### config.mk
export PLATFORM = sky130hd
export DESIGN_NAME = imem_loader
export DESIGN_NICKNAME = d
export VERILOG_FILES = /design/src/rtl/imem_loader_pkg.sv /design/src/rtl/byte_packer.sv /design/src/rtl/imem_loader.sv
export SDC_FILE = /design/constraint.sdc
export NUM_CORES = 1
export LEC_CHECK = 0
export ABC_AREA = 0
export BUFFER_PORTS_ARGS = -buffer_cell sky130_fd_sc_hd__buf_2
export CAP_MARGIN = 20
export CORE_MARGIN = 2
export CORE_UTILIZATION = 30
export CTS_CLUSTER_DIAMETER = 40
export DETAILED_ROUTE_END_ITERATION = 6
export GPL_ROUTABILITY_DRIVEN = 0
export GPL_TIMING_DRIVEN = 0
export PLACE_DENSITY = 0.47
export SKIP_CTS_REPAIR_TIMING = 1
export SLEW_MARGIN = 40
export SYNTH_ARGS = -nofsm -noshare
export SYNTH_HDL_FRONTEND = slang
export SYNTH_SLANG_ARGS = --single-unit
### constraint.sdc
create_clock -name clock -period 3.8 [get_ports clock]
set_input_delay 0.38 -clock clock [delete_from_list [all_inputs] [get_ports clock]]
set_output_delay 0.38 -clock clock [all_outputs]
set_load 0.01 [all_outputs]
### src/rtl/imem_loader_pkg.sv
// Shared definitions for the instruction-memory loader: FSM state encoding
// and the framing constants of the byte stream (header length, word size).
package imem_loader_pkg;

  localparam int unsigned HDR_BYTES      = 2;
  localparam int unsigned BYTES_PER_WORD = 4;
  localparam int unsigned HDR_IDX_W      = $clog2(HDR_BYTES);
  localparam int unsigned BYTE_IDX_W     = $clog2(BYTES_PER_WORD);

  typedef enum logic [2:0] {
    IDLE,
    HDR,
    DATA,
    WRITE,
    DONE,
    ERROR
  } loaderState_t;

endpackage

### src/rtl/byte_packer.sv
// Assembles a big-endian word from a byte stream.
// Ports:
//   clock, reset_n : system clock, asynchronous active-low reset
//   clear          : drop any partial word and restart at byte 0
//   push           : byteIn is taken this cycle
//   byteIn         : incoming byte (first byte of a word ends up in the MSBs)
//   word           : assembled word (valid the cycle after lastByte)
//   lastByte       : the byte pushed this cycle completes a word
module byte_packer
  import imem_loader_pkg::*;
(
  input  logic                          clock,
  input  logic                          reset_n,
  input  logic                          clear,
  input  logic                          push,
  input  logic [7:0]                    byteIn,
  output logic [8*BYTES_PER_WORD-1:0]   word,
  output logic                          lastByte
);

  logic [BYTE_IDX_W-1:0] byteIdx;

  assign lastByte = push && (byteIdx == BYTE_IDX_W'(BYTES_PER_WORD - 1));

  always_ff @(posedge clock or negedge reset_n) begin
    if (!reset_n) begin
      byteIdx <= '0;
      word    <= '0;
    end else if (clear) begin
      byteIdx <= '0;
      word    <= '0;
    end else if (push) begin
      byteIdx <= lastByte ? '0 : byteIdx + BYTE_IDX_W'(1);
      word    <= {word[8*BYTES_PER_WORD-9:0], byteIn};
    end
  end

endmodule

### src/rtl/imem_loader.sv
// Loads a program into instruction memory from a byte stream while holding
// the CPU. Stream format: 16-bit word count N (MSB first), then N 32-bit
// words (MSB first). Each completed word is written one cycle after its last
// byte is accepted, at consecutive addresses starting from 0.
// Ports:
//   clock, reset_n     : system clock, asynchronous active-low reset
//   start              : begins a session from IDLE, DONE or ERROR
//   rx_data/rx_valid   : incoming byte stream
//   rx_ready           : byte accepted when rx_valid && rx_ready
//   imem_we/addr/wdata : instruction-memory write port
//   cpu_hold           : low only once a load has completed
//   done, err          : load completed / header count too large
//   words_loaded       : words written in the current session
module imem_loader
  import imem_loader_pkg::*;
#(
  parameter int unsigned ADDR_W = 8
) (
  input  logic              clock,
  input  logic              reset_n,
  input  logic              start,
  input  logic [7:0]        rx_data,
  input  logic              rx_valid,
  output logic              rx_ready,
  output logic              imem_we,
  output logic [ADDR_W-1:0] imem_addr,
  output logic [31:0]       imem_wdata,
  output logic              cpu_hold,
  output logic              done,
  output logic              err,
  output logic [ADDR_W:0]   words_loaded
);

  localparam logic [ADDR_W:0] MAX_WORDS = {1'b1, {ADDR_W{1'b0}}};

  loaderState_t state, nextState;

  logic [HDR_IDX_W-1:0]   hdrIdx;
  logic [8*HDR_BYTES-1:0] hdrShift;
  logic [8*HDR_BYTES-1:0] hdrN;
  logic                   hdrLast;
  logic                   startOk;
  logic                   wordReady;
  logic                   lastWrite;

  // rx_ready is constant 1 in HDR and DATA, so rx_valid alone marks a
  // transfer there; this keeps rx_ready out of its own fan-in.
  assign hdrN      = {hdrShift[8*HDR_BYTES-9:0], rx_data};
  assign hdrLast   = (state == HDR) && rx_valid
                     && (hdrIdx == HDR_IDX_W'(HDR_BYTES - 1));
  assign startOk   = start && ((state == IDLE) || (state == DONE) || (state == ERROR));
  assign lastWrite = (32'(words_loaded) + 32'd1) == 32'(hdrShift);
  assign imem_addr = words_loaded[ADDR_W-1:0];

  byte_packer u_packer (
    .clock    (clock),
    .reset_n  (reset_n),
    .clear    (startOk),
    .push     ((state == DATA) && rx_valid),
    .byteIn   (rx_data),
    .word     (imem_wdata),
    .lastByte (wordReady)
  );

  always_ff @(posedge clock or negedge reset_n) begin
    if (!reset_n) state <= IDLE;
    else          state <= nextState;
  end

  always_comb begin
    nextState = state;
    rx_ready  = 1'b0;
    imem_we   = 1'b0;
    cpu_hold  = 1'b1;
    done      = 1'b0;
    err       = 1'b0;
    case (state)
      IDLE: begin
        if (start) nextState = HDR;
      end
      HDR: begin
        rx_ready = 1'b1;
        if (hdrLast) begin
          if (hdrN == '0)                          nextState = DONE;
          else if (32'(hdrN) > 32'(MAX_WORDS))     nextState = ERROR;
          else                                     nextState = DATA;
        end
      end
      DATA: begin
        rx_ready = 1'b1;
        if (wordReady) nextState = WRITE;
      end
      WRITE: begin
        imem_we   = 1'b1;
        nextState = lastWrite ? DONE : DATA;
      end
      DONE: begin
        cpu_hold = 1'b0;
        done     = 1'b1;
        if (start) nextState = HDR;
      end
      ERROR: begin
        err = 1'b1;
        if (start) nextState = HDR;
      end
      default: nextState = IDLE;
    endcase
  end

  always_ff @(posedge clock or negedge reset_n) begin
    if (!reset_n) begin
      hdrIdx       <= '0;
      hdrShift     <= '0;
      words_loaded <= '0;
    end else if (startOk) begin
      hdrIdx       <= '0;
      hdrShift     <= '0;
      words_loaded <= '0;
    end else begin
      if ((state == HDR) && rx_valid) begin
        hdrShift <= hdrN;
        hdrIdx   <= hdrLast ? '0 : hdrIdx + HDR_IDX_W'(1);
      end
      if (state == WRITE) words_loaded <= words_loaded + (ADDR_W+1)'(1);
    end
  end

endmodule

==> Word level (Yosys, flattened, before mapping) <==
Cells that the tools add are included.
{ "word_totals": {"input_bits": 12, "latch_bits": 0, "out_inout_bits": 54, "ramBits": 0, "word_cells": 60, "register_bits": 63, "romBits": 0, "memories": 0} }
{ "op_classes": {"order_cmp": 1, "n_reduce_logical": 15, "n_mux": 24, "n_addsub": 4, "bitwise": 0, "div": 0, "n_eq_ne": 10, "multipliers": 0, "n_shift": 0} }
{ "ops": {"columns": ["operator", "count"], "rows": [
  ["32-bit two-way mux", 2],
  ["16-bit two-way mux", 2],
  ["3-bit two-way mux", 6],
  ["9-bit two-way mux", 2],
  ["10-bit by 16-bit == test with 1-bit output", 1],
  ["16-bit by 9-bit greater-than comparator with 1-bit output (second input constant)", 1],
  ["16-bit logical NOT", 1],
  ["3-bit one-hot mux with 4 select lines", 1],
  ["9-bit by 1-bit adder with 10-bit output (second input constant)", 1],
  ["9-bit by 1-bit adder with 9-bit output (second input constant)", 1],
  ["1-bit two-way mux", 8],
  ["3-bit by 2-bit == test with 1-bit output (second input constant)", 2],
  ["3-bit == test (second input constant)", 2],
  ["2-bit two-way mux", 3],
  ["2-bit nonzero test", 3],
  ["1-bit logical AND", 5],
  ["2-bit by 1-bit != test with 1-bit output (second input constant)", 2],
  ["3-bit by 1-bit == test with 1-bit output (second input constant)", 1],
  ["3-bit logical NOT", 1],
  ["3-bit AND reduction", 1],
  ["3-bit OR reduction", 1],
  ["2-bit by 1-bit adder with 2-bit output (second input constant)", 1],
  ["2-bit == test (second input constant)", 1],
  ["1-bit logical OR", 2],
  ["other kinds (3)", 3]
]} }

==> Depth between registers and ports, before layout <==
{ "logic_depth": {"ltp_word": 6, "ltp_mapped": 7, "mapped_depth_nobuf": 7} }

==> Cells and area by module <==
Synthesis repeated with hierarchy kept, for this count alone.
{ "hier_totals": {"cells_unflattened": 292, "hier_area_um2": 3146.8} }
{ "by_module_without_submodules": {"columns": ["mod", "area_each_um2", "n_inst", "cells_each"], "rows": [
  ["imem_loader", 1719.1, 1, 180],
  ["byte_packer", 1427.6, 1, 112]
]} }

==> Worst setup path before layout <==
Ideal clock, no wire load.
{ "synth_timing": {"path_kind": "register -> register", "startpoint": "reg words_loaded[0]", "endpoint": "reg state[1]", "t_arrival_ns": 1.815, "setup_ns": 0.136, "setup_slack_ns": 1.850, "stages_incl_launch_ff": 8, "period_less_slack_ns": 1.950, "t_required_ns": 3.664, "cell_sequence": "dfrtp_1 ha_1 and4_1 and2_2 xnor2_1 nor4_1 a41o_1 a31oi_1"} }
{ "synth_between": {"elab_chain_len": 4} }
{ "synth_lines": {"columns": ["element", "line_no", "rtl"], "rows": [
  ["start, declared", "imem_loader.sv:31", "output logic [ADDR_W:0] words_loaded"],
  ["start signal, assigned", "imem_loader.sv:124", "if (state == WRITE) words_loaded <= words_loaded + (ADDR_W+1)'(1);"],
  ["9-bit by 1-bit adder with 10-bit output", "imem_loader.sv:52", "assign lastWrite = (32'(words_loaded) + 32'd1) == 32'(hdrShift);"],
  ["10-bit by 16-bit == test with 1-bit output", "imem_loader.sv:52", null],
  ["3-bit two-way mux", "imem_loader.sv:95", "nextState = lastWrite ? DONE : DATA;"],
  ["3-bit one-hot mux with 4 select lines", "imem_loader.sv:77", "case (state)"],
  ["end signal, assigned", "imem_loader.sv:67", "else state <= nextState;"],
  ["end, declared", "imem_loader.sv:36", "loaderState_t state, nextState;"]
]} }
No other way between the ends.
A chain may end at the register's enable or synchronous reset.

==> Final worst setup path <==
Ends and elaborated chain as after synthesis.

==> impl_metrics.json <==
{
  "outcome": "complete, no violations",
  "cap_violations": 0,
  "vias_per_cell": 4.74,
  "multi_input_area_um2": 1260,
  "grt_pass1_wl_um": 13000,
  "num_antenna_cells": 0,
  "min_to": "u_packer.word[4]",
  "hpwl_um": 5520,
  "ir_drop_v": 0.000223,
  "synth_cell_types": 40,
  "worst-path-max-fanout": 7,
  "fin_setup_tns_ns": 0,
  "internal_power_mw": 1.60,
  "core_um2": 9680,
  "clkSinkCount": 63,
  "layout_setup_ws_ns": 1.71,
  "cts_root_buf": "clkbuf_8",
  "nNetsFinal": 422,
  "comb_power_share_pct": 38.4,
  "pwr-share-seq_pct": 42.2,
  "drive_above_1_share_pct": 23.2,
  "pin_count": 66,
  "synth_nets": 344,
  "worstHoldStart": "rx_data[4]",
  "rows": 36,
  "max_freq_mhz": 478,
  "layout_min_cycle_time_ns": 2.09,
  "tightest_slew_ns": 0.628,
  "via_count": 2588,
  "fillCellCount": 1046,
  "ant_nets": 0,
  "min_delay_path_depth": 3,
  "cp-end-kind": "flop",
  "route.detailed.drc": 0,
  "cp_slowest_cell": "dfrtp_1",
  "ys.warnings.count": 0,
  "r2r_end": "state[1]",
  "relSlewSlack_pct": 57.8,
  "grt_pass1_vias": 2451,
  "ys_seq_area_share_pct": 52.9,
  "crit_path_start_kind": "flop",
  "start_util_pct": 30.8,
  "rsz0062_at_grt": "false",
  "h-tree-depth": 3,
  "cts_tree": "yes",
  "synthArstFlopShare_pct": 100,
  "critPathMaxStageDelay_ns": 0.45,
  "area_growth_pct": 23.6,
  "gr-total-overflow": 0,
  "switching_share_pct": 39.6,
  "synth.cell_area_um2": 2980,
  "post_drt_wl_per_cell_um": 14.2,
  "avgSynthCellArea_um2": 9.03,
  "place_ws_ns": 1.70,
  "worstPathCellList": "ha_1 > and4_1 > and2_2 > xnor2_1 > nor4_1 > a41o_1 > a31oi_1",
  "clockBufferDepth": 2,
  "placed_area_um2": 3500,
  "power_density_nw_per_um2": 719,
  "numPortBuffers": 65,
  "clock_latency_ns": 0.34,
  "r2r_start": "words_loaded[0]",
  "worstPathRequired_ns": 4.01,
  "regArea_um2": 1580,
  "path_clk_slew_ns": 0.07,
  "hold_class": "input port to flop",
  "reg2reg_setup_slack_ns": 1.71,
  "power_mw": 2.65,
  "final_area_um2": 3680,
  "setup_viol": 0,
  "path_class": "flop to flop",
  "die_area_um2": 10700,
  "period_share_pct": 55.1,
  "die_h_um": 104,
  "leakage_nw": 1.81,
  "postLayoutCoreUtil_pct": 38.0,
  "synthCells": 330,
  "ff2ff_path_depth": 7,
  "ys_ff_latch": 63,
  "fin_skew_ns": 0.0121,
  "firstDrtPassIters": 4,
  "p_switching_mw": 1.05,
  "synth_ff_type": "dfrtp_1",
  "antenna_found_initial": 0,
  "synth-edff-count": 0,
  "drt_iter0_drc": 141,
  "track_usage_pct": 15.2,
  "drt-total-wl_um": 7730,
  "cts_inserted_buffers": 9,
  "clkPwrFrac_pct": 19.3,
  "die_w_um": 104,
  "slew_violations": 0,
  "grt_max_degree": 47,
  "hold_viol": 0,
  "crit_arrival_ns": 2.30
}
[cells in the final DEF (no fill, tap or decap), types with 8 or more instances in the layout]
master    count
a21oi_1      37
a22o_1        8
buf_2        67
buf_4         8
clkbuf_1     15
clkbuf_8      9
dfrtp_1      63
nand2_1      97
nand3_1      12
nor2_1       12
o21ai_0      13
xnor2_1      12
[power by group through the flow]
stage	combinational (mW)	sequential (mW)	clock, mW
6_report	1.02	1.12	0.511
3_3_place_gp	1.01	1.13	0
4_1_cts	1.03	1.12	0.529
2_1_floorplan	0.588	1.17	0
3_5_place_dp	1.03	1.13	0
5_1_grt	1.15	1.16	0.559
[flip-flops by register name, summed over array words and instances (netlist names)]
register          cells
u_packer.byteIdx      2
words_loaded          9
state                 3
u_packer.word        32
hdrIdx                1
hdrShift             16
[through the flow]
stage | instances | hold WS, ns
6_report | 546 | 0.298
5_1_grt | 546 | 0.293
4_1_cts | 545 | -0.141
3_5_place_dp | 529 | 0.242
3_3_place_gp | 528 | 0.478
2_1_floorplan | 330 | 0.0844
[cell type report]
cell class / count / area share, %
Buffer: 24 / 3.37
Clock buffer: 11 / 3.57
Clock inverter: 5 / 0.952
Inverter: 4 / 0.408
Multi-Input combinational cell: 239 / 34.3
Sequential cell: 63 / 42.8
Tap cell: 133 / 4.52
Timing Repair Buffer: 67 / 10.0
[logic make-up after synthesis]
logic type / count (synthesis) / share of synthesized area [%]
AO/OA/AOI/OAI: 67 / 13.2
XOR/XNOR: 16 / 4.70
flip-flops: 63 / 52.9
AND/OR/NAND/NOR: 153 / 23.4
adder cells (fa/ha/maj): 2 / 0.840
multiplexers: 1 / 0.336
buffers and inverters: 28 / 4.66
[metal layers]
metal  vias to the layer above  track usage [%]  share of wire [%]
met5                         -                0                  0
met4                         0             6.37                1.7
met3                         9             2.71                4.0
met2                        62             21.4                 43
met1                      1237             22.7                 52
li1                       1280                -                  -
[cell usage after synthesis (3+ instances only)]
| cell type | instances | area share, % |
|---|---|---|
| clkbuf_1 | 13 | 1.6 |
| nor4_1 | 4 | 0.84 |
| nand3_1 | 12 | 2.0 |
| and3_1 | 4 | 0.84 |
| nand2b_1 | 4 | 0.84 |
| dfrtp_1 | 63 | 53 |
| xnor2_1 | 12 | 3.5 |
| nor2_1 | 12 | 1.5 |
| buf_4 | 8 | 2.0 |
| nor3_1 | 3 | 0.50 |
| o21ai_0 | 13 | 2.2 |
| nor2b_1 | 3 | 0.63 |
| a21oi_1 | 37 | 6.2 |
| buf_2 | 3 | 0.50 |
| xor2_1 | 4 | 1.2 |
| a22o_1 | 8 | 2.4 |
| inv_1 | 4 | 0.50 |
| nand2_1 | 97 | 12 |
[how the worst max path moves through the flow]
| stage | startpoint | endpoint | slack, ns | depth (start not counted) |
|---|---|---|---|---|
| after floorplan | words_loaded[0] | state[1] | 1.85 | 7 |
| after global placement | words_loaded[0] | state[1] | 1.68 | 7 |
| after detailed placement | words_loaded[0] | state[1] | 1.70 | 7 |
| after CTS | words_loaded[0] | state[1] | 1.68 | 7 |
| after global routing | words_loaded[0] | state[1] | 1.50 | 7 |
| final | words_loaded[0] | state[1] | 1.71 | 7 |
[worst max-delay path: cells and delay by family (launching register included)]
family	cells	cell delay, ns
AO/OA/AOI/OAI	2	0.32
XOR/XNOR	1	0.13
adder cells (fa/ha/maj)	1	0.30
flip-flops	1	0.45
AND/OR/NAND/NOR	3	0.77
No activity file was read; power rests on OpenSTA's default activity.
